<file path="src/rtl/bias_act.sv">
// rtl/bias_act.sv - bias add, saturate and piecewise-linear activation over a packed vector
// Takes the dot-product result on dataReady and returns the activated vector with a one-cycle outValid.
module bias_act #(
  parameter int NROW           = 16,
  parameter int QN             = 6,
  parameter int QM             = 11,
  parameter int BITWIDTH       = QN + QM + 1,
  parameter int LAYER_BITWIDTH = BITWIDTH * NROW
) (
  input  logic                      clk,
  input  logic                      reset,
  input  logic                      dataReady,
  input  logic [LAYER_BITWIDTH-1:0] inputVector,
  input  logic [LAYER_BITWIDTH-1:0] biasVector,
  input  logic [1:0]                actSel,
  output logic [LAYER_BITWIDTH-1:0] outputVector,
  output logic                      outValid,
  output logic                      busy,
  output logic                      overrun
);

  localparam int IW = (NROW > 1) ? $clog2(NROW) : 1;

  localparam logic signed [BITWIDTH-1:0] MAXV    = {1'b0, {(BITWIDTH-1){1'b1}}};
  localparam logic signed [BITWIDTH-1:0] MINV    = {1'b1, {(BITWIDTH-1){1'b0}}};
  localparam logic signed [BITWIDTH-1:0] ONE_N   = BITWIDTH'(1 << QM);
  localparam logic signed [BITWIDTH-1:0] NEG_ONE = -ONE_N;
  localparam logic signed [BITWIDTH:0]   ONE_W   = (BITWIDTH+1)'(1 << QM);
  localparam logic signed [BITWIDTH:0]   HALF_W  = (BITWIDTH+1)'(1 << (QM - 1));

  typedef enum logic [1:0] {IDLE, CALC, DONE} state_t;

  state_t                      state, state_next;
  logic [LAYER_BITWIDTH-1:0]   in_reg, bias_reg, stage_reg, stage_next;
  logic [1:0]                  act_reg;
  logic [IW-1:0]               idx;
  logic                        last, start;

  logic signed [BITWIDTH-1:0]  x, b, sat, y;
  logic signed [BITWIDTH:0]    s, ext, sig;

  assign last     = (idx == IW'(NROW - 1));
  assign start    = dataReady && (state != CALC);
  assign outValid = (state == DONE);
  assign busy     = (state == CALC);

  always_comb begin
    state_next = state;
    case (state)
      IDLE:    if (dataReady) state_next = CALC;
      CALC:    if (last) state_next = DONE;
      DONE:    state_next = dataReady ? CALC : IDLE;
      default: state_next = IDLE;
    endcase
  end

  // One element per cycle; the sum is one bit wider so overflow shows as a sign-bit disagreement.
  always_comb begin
    x   = in_reg[idx*BITWIDTH +: BITWIDTH];
    b   = bias_reg[idx*BITWIDTH +: BITWIDTH];
    s   = {x[BITWIDTH-1], x} + {b[BITWIDTH-1], b};
    if (s[BITWIDTH] != s[BITWIDTH-1]) sat = s[BITWIDTH] ? MINV : MAXV;
    else                              sat = s[BITWIDTH-1:0];
    ext = {sat[BITWIDTH-1], sat};
    sig = (ext >>> 2) + HALF_W;
    case (act_reg)
      2'd0: y = sat;
      2'd1: begin
        if (sig < 0)          y = '0;
        else if (sig > ONE_W) y = ONE_N;
        else                  y = sig[BITWIDTH-1:0];
      end
      2'd2: begin
        if (sat > ONE_N)        y = ONE_N;
        else if (sat < NEG_ONE) y = NEG_ONE;
        else                    y = sat;
      end
      default: y = sat[BITWIDTH-1] ? '0 : sat;
    endcase
    stage_next = stage_reg;
    stage_next[idx*BITWIDTH +: BITWIDTH] = y;
  end

  always_ff @(posedge clk) begin
    if (reset) begin
      state        <= IDLE;
      idx          <= '0;
      in_reg       <= '0;
      bias_reg     <= '0;
      act_reg      <= '0;
      stage_reg    <= '0;
      outputVector <= '0;
      overrun      <= 1'b0;
    end else begin
      state <= state_next;
      if (start) begin
        in_reg   <= inputVector;
        bias_reg <= biasVector;
        act_reg  <= actSel;
        idx      <= '0;
      end else if (state == CALC) begin
        stage_reg <= stage_next;
        // The final element goes straight into the output so it updates on the edge entering DONE.
        if (last) outputVector <= stage_next;
        else      idx <= idx + 1'b1;
      end
      if (dataReady && (state == CALC)) overrun <= 1'b1;
    end
  end

endmodule
</file>
<file path="config.mk">
export PLATFORM = sky130hd
export DESIGN_NAME = bias_act
export DESIGN_NICKNAME = d
export VERILOG_FILES = /design/src/rtl/bias_act.sv
export SDC_FILE = /design/constraint.sdc
export NUM_CORES = 2
export LEC_CHECK = 0
export CORE_MARGIN = 3
export CORE_UTILIZATION = 25
export DETAILED_ROUTE_END_ITERATION = 6
export GPL_TIMING_DRIVEN = 0
export PLACE_DENSITY = 0.55
export SLEW_MARGIN = 5
export SYNTH_ARGS = -nofsm -noshare
export SYNTH_HDL_FRONTEND = slang
export SYNTH_SLANG_ARGS = --single-unit
</file>
<file path="constraint.sdc">
create_clock -name clk -period 8.2 [get_ports clk]
set_input_delay 0.82 -clock clk [delete_from_list [all_inputs] [get_ports clk]]
set_output_delay 0.82 -clock clk [all_outputs]
set_load 0.03 [all_outputs]
</file>
# Word-level counts from Yosys, hierarchy flattened
# Cells that the tools add are included.
# Widths: inputs -> output; s select.
[word_totals]
register_bits = 1161
latch_bits = 0
mem_bits_rw = 0
mem_bits_ro = 0
word_cells = 54
mem_count = 0
[classes]
add_sub_neg = 4
multipliers = 1
div_mod_pow = 0
order_cmp = 4
n_eq_ne = 9
shifts = 4
muxes = 13
n_bitwise = 2
n_reduce_logical = 9
[op_table]
columns = ["cell", "count"]
rows = [
  ["$shiftx 288x10->18", 2],
  ["$bwmux 288", 1],
  ["$shift 18x34->288 const A", 1],
  ["$shiftx 18x34->288", 1],
  ["$mux 18", 6],
  ["$pmux 18 s3", 1],
  ["$neg 9->34", 1],
  ["$add 18x18->19", 1],
  ["$gt 18x13->1 const B", 1],
  ["$lt 18x12->1 const B", 1],
  ["$add 16x12->17 const B", 1],
  ["$gt 17x13->1 const B", 1],
  ["$lt 17x1->1 const B", 1],
  ["$mux 17", 1],
  ["$mul 4x4->8 const B", 1],
  ["$pmux 2 s3", 1],
  ["$reduce_and 2->1", 3],
  ["$add 4x1->4 const B", 1],
  ["$eq 2x1->1 const B", 2],
  ["$eq 2x2->1 const B", 2],
  ["$eq 4x4->1 const B", 1],
  ["$logic_not 2->1", 2],
  ["$mux 2", 2],
  ["$ne 2x1->1 const B", 2],
  ["7 further kinds", 9],
]

# Longest topological paths before layout
[logic_depth]
depth_word = 12
depth_mapped = 38

# Worst setup path before layout
# No wires, ideal clock.
[synth_path]
kind = "reg-to-reg"
start = "reg idx[0]"
end = "reg stage_reg[276]"
setup_ps = 142
t_arrival_ps = 8816
slack_ps = -758
path_stages_with_launch = 36
cell_sequence = "dfxtp_1 clkbuf_1 buf_1 buf_1 buf_1 mux4_2 mux4_2 ha_1 buf_2 nand3_1 a21oi_1 nor2b_1 o21ai_0 nor3_1 o21bai_1 xor2_1 ha_1 and2_1 a31o_2 clkbuf_1 nor2_1 ha_1 nand3_1 or3_1 ha_1 nor2b_1 nand2_1 o211ai_1 nor3_1 a32o_1 a22oi_1 nand2b_1 nand2_1 a32oi_1 clkbuf_1 a311oi_1"
[synth_via]
elab_chain_len = 12
elab_cells_between_ends = 22
classes_between = "add/sub: 3; mul: 1; order compare: 4; eq/ne: 1; shift: 4; mux: 9"
[synth_rtl]
columns = ["item", "line", "rtl"]
rows = [
  ["start, declared", "36", "logic [IW-1:0] idx;"],
  ["start signal, assigned", "105", "else idx <= idx + 1'b1;"],
  ["$mul 4x4->8 (*)", "59, 60, 81", ""],
  ["$shiftx 288x10->18, on equally long branches", "59, 60", ""],
  ["$add 18x18->19", "61", "s = {x[BITWIDTH-1], x} + {b[BITWIDTH-1], b};"],
  ["$mux 18 or $ne 1x1->1 (tied branches)", "62", "if (s[BITWIDTH] != s[BITWIDTH-1]) sat = s[BITWIDTH] ? MINV : MAXV;"],
  ["$mux 18", "62", ""],
  ["$add 16x12->17", "65", "sig = (ext >>> 2) + HALF_W;"],
  ["$gt 17x13->1", "70", "else if (sig > ONE_W) y = ONE_N;"],
  ["$mux 18", "70", ""],
  ["$mux 18", "69", "if (sig < 0) y = '0;"],
  ["$pmux 18 s3", "66", "case (act_reg)"],
  ["$shiftx 18x34->288", "81", "stage_next[idx*BITWIDTH +: BITWIDTH] = y;"],
  ["$bwmux 288 (*)", "81", ""],
  ["end signal, assigned", "102", "stage_reg <= stage_next;"],
  ["end, declared", "34", "logic [LAYER_BITWIDTH-1:0] in_reg, bias_reg, stage_reg, stage_next;"],
]
# Every way passes the cells marked *; elsewhere a longest branch is shown, timed or not.
# A chain may end at the register's enable or synchronous reset.

# Final worst setup path
[layout_path]
start = "reg idx[3]"
end = "reg outputVector[99]"
[layout_via]
elab_chain_len = 12
elab_cells_between_ends = 24
classes_between = "add/sub: 3; mul: 1; order compare: 4; eq/ne: 2; shift: 4; mux: 9; reduce/logical: 1"
[layout_rtl]
columns = ["item", "line", "rtl"]
rows = [
  ["$mul 4x4->8", "59, 60, 81", ""],
  ["$shiftx 288x10->18, on equally long branches", "59, 60", ""],
  ["$add 18x18->19", "61", ""],
  ["$mux 18 or $ne 1x1->1 (tied branches)", "62", ""],
  ["$mux 18", "62", ""],
  ["$add 16x12->17", "65", ""],
  ["$gt 17x13->1", "70", ""],
  ["$mux 18", "70", ""],
  ["$mux 18", "69", ""],
  ["$pmux 18 s3", "66", ""],
  ["$shiftx 18x34->288", "81", ""],
  ["$bwmux 288", "81", ""],
  ["end signal, assigned", "104", "if (last) outputVector <= stage_next;"],
  ["end, declared", "16", "output logic [LAYER_BITWIDTH-1:0] outputVector,"],
]
# Parallel ways exist; a longest one is shown, timed or not.

==> results.yml <==
timing:
  clock.fmax_mhz: 121.3
  layout_min_cycle_time_ns: 8.244
  rsz0062_at_grt: "true"
  setup_viol_count_final: 3
  min_period_over_period: 1.005
  hold_viol_final: 0
  fin_skew_ns: 0.03936
  setup_tns_ns: -0.06556
  finalWorstSetupSlack_ns: -0.04398
  finalMaxSlewViolations: 10
  tightestPinTransition_ns: 1.506
  hold_slack_ns: 0.4399
  slew_headroom: -0.004280
floorplanning:
  io_pins: 872
  floorplan.die_area_sq_um: 217200
  rows: 168
  die_y_um: 466.0
  core_sq_um: 210000
  floorplan.initialDensity: 0.2519
  die-width_um: 466.0
clocking:
  clkTransAtPathRegs_ns: 0.06
  cts_tree: "yes"
  clock_sinks: 1161
  numCtsBuffers: 135
  h-tree-depth: 4
  root_buffer: "clkbuf_16"
  clk-insertion-delay-late_ns: 0.84
  ctsLongestPathBuffers: 3
routing:
  ant_nets: 0
  drt_first_pass_iters: 7
  vias: 59200
  wl_per_cell_um: 31.80
  route.detailed.drc: 3
  wl_um: 339700
  detail_route.iter0.violations: 7403
  vias_per_cell: 5.542
global_routing:
  grt_pass1_wl_um: 454900
  grt_pass1_vias: 56340
  antenna_found_initial: 37
  grtUsageTotal: 0.2982
  grt_max_degree: 19
  grt-ovfl-total: 0
worst_setup_path:
  cp_top_family: "buffers and inverters"
  path_buf_inv: 7
  cpMaxStageDelayCell: "clkbuf_1"
  required_ns: 8.91
  endpoint_kind: "register"
  path_max_fanout: 10
  crit_top_cell: "ha_4"
  worstPathArrival_ns: 8.95
  cp-start-kind: "register"
  slowest_delay_ns: 0.75
  path_class: "register to register"
pwr:
  p_leak_nw: 25.56
  design_power_total_mw: 16.17
  p_clk_frac: 0.398
  p_per_area_nw_per_um2: 215.5
  p_int_mw: 10.95
  share_comb_of_total_power: 0.235
  sw_frac_of_total: 0.3231
  ir_drop_v: 0.0002198
  p_seq_frac: 0.367
  p_switching_mw: 5.226
flow_run:
  maxCapViolations: 3
layout:
  area_delta_synth_final_pct: 41.84
  final_cell_mix: "nand2_1 (1,593), dfxtp_1 (1,159), a21oi_1 (966), clkdlybuf4s50_1 (870), nor2_1 (519)"
  final_common_cell: "nand2_1"
  drive_above_1_share: 0.1349
  fin_area_sq_um: 75030
  nets: 8376
  final_cells: 10680
run_status:
  violations: "design-rule violations, max-capacitance violations, max-slew violations, negative setup slack"
  status: "complete, but fails checks"
yosys:
  yosys_warnings: 0
  ys.flop_type: "dfxtp_1"
  synth_nets: 7176
  ys_types: 95
  syn_area_sq_um: 52900
  avgSynthCellArea_sq_um: 8.063
  seq_area_frac_synth: 0.4394
  syn-instance-count: 6561
  ys_ff_latch: 1161
  synth-edff-count: 0
  synthArstFlopShare: 0
placement:
  placed_cell_area_sq_um: 65330
  dp_hpwl_um: 266500
  placedCellCount: 10250
  port-buffer-count: 870
  place.gp.congestion: 1.034
worst_hold_path:
  hp-class: "register to register"
==> timing repair <==
item | CTS | global route
cloned | 8 | 2
buffers inserted | 138 | 47
hold endpoints to repair | 0 | 0
setup endpoints to repair | 574 | 572
hold buffers | 0 | 0
pin swaps | 93 | 117
resized for setup | 484 | 269
==> worst reg2reg max path, delay by kind of cell (launching register included) <==
family,cells,cell delay (ns)
buf+inv,7,2.12
simple gates,13,2.06
mux,2,1.11
compound gates,7,1.21
flops,1,0.34
fa+ha+maj,4,1.05
xor+xnor,1,0.23
==> per-layer routing <==
layer / part of all wire / track usage / routed length (um) / vias up
li1: - / - / - / 25670
met1: 0.39 / 0.3716 / 132100 / 28930
met2: 0.45 / 0.4718 / 151700 / 3781
met3: 0.093 / 0.06401 / 31740 / 785
met4: 0.071 / 0.1792 / 24000 / 28
met5: 0.00053 / 0 / 181 / -
==> metrics by stage <==
stage / util / worst slack, ns
CTS: 0.3500 / -0.1893
finish: 0.3573 / -0.04398
global route: 0.3572 / -0.2162
detailed placement: 0.3111 / -4.139
floorplan: - / -0.02782
global placement: 0.3103 / -5.104
==> cell families (layout without fill, tap and decap cells) <==
family / after synthesis / after routing / share of synthesized area
xor+xnor: 16 / 16 / 0.002649
simple gates: 2563 / 2563 / 0.1976
mux: 254 / 255 / 0.09130
buf+inv: 539 / 1841 / 0.03933
compound gates: 1994 / 1994 / 0.2215
other cells: 0 / 13 / 0
fa+ha+maj: 34 / 34 / 0.008184
flops: 1161 / 1161 / 0.4394
==> final timing paths <==
path	start	end	slack, ns	cells past startpoint
min	outputVector[145]	outputVector[145]	0.44	2
max	idx[3]	outputVector[99]	-0.04	34
min reg2reg	outputVector[145]	outputVector[145]	0.44	2
max reg2reg	idx[3]	outputVector[99]	-0.04	34
==> power by group through the flow <==
stage	Clock [mW]	Combinational, mW	Sequential (mW)
floorplan	0	1.43	6.00
finish	6.44	3.79	5.94
global route	6.71	3.89	5.95
CTS	6.48	3.47	5.94
detailed placement	0	2.92	6.06
global placement	0	2.90	6.05
==> cell type report <==
class / instances / area, sq um
diodes: 13 / 32.53
plain buffers: 494 / 2524
clock buffers: 187 / 3887
clock inverters: 53 / 777.0
fillers: 21870 / 135000
inverters: 39 / 151.4
multi-input cells: 4862 / 30110
flip-flops and latches: 1161 / 23250
well taps: 2805 / 3510
repair buffers: 1068 / 10800
==> cells in the mapped netlist (48+ instances only) <==
| cell type | count | area share |
|---|---|---|
| a211oi_1 | 68 | 0.0096 |
| a21o_1 | 48 | 0.0068 |
| a21oi_1 | 1013 | 0.096 |
| a32oi_1 | 48 | 0.0079 |
| clkbuf_1 | 444 | 0.032 |
| dfxtp_1 | 1161 | 0.44 |
| mux2i_1 | 64 | 0.012 |
| mux4_2 | 182 | 0.077 |
| nand2_1 | 1602 | 0.11 |
| nand3_1 | 92 | 0.0087 |
| nor2_1 | 534 | 0.038 |
| nor3_1 | 161 | 0.015 |
| o21ai_0 | 446 | 0.042 |
Note: power is estimated with default switching activity, not from simulation.
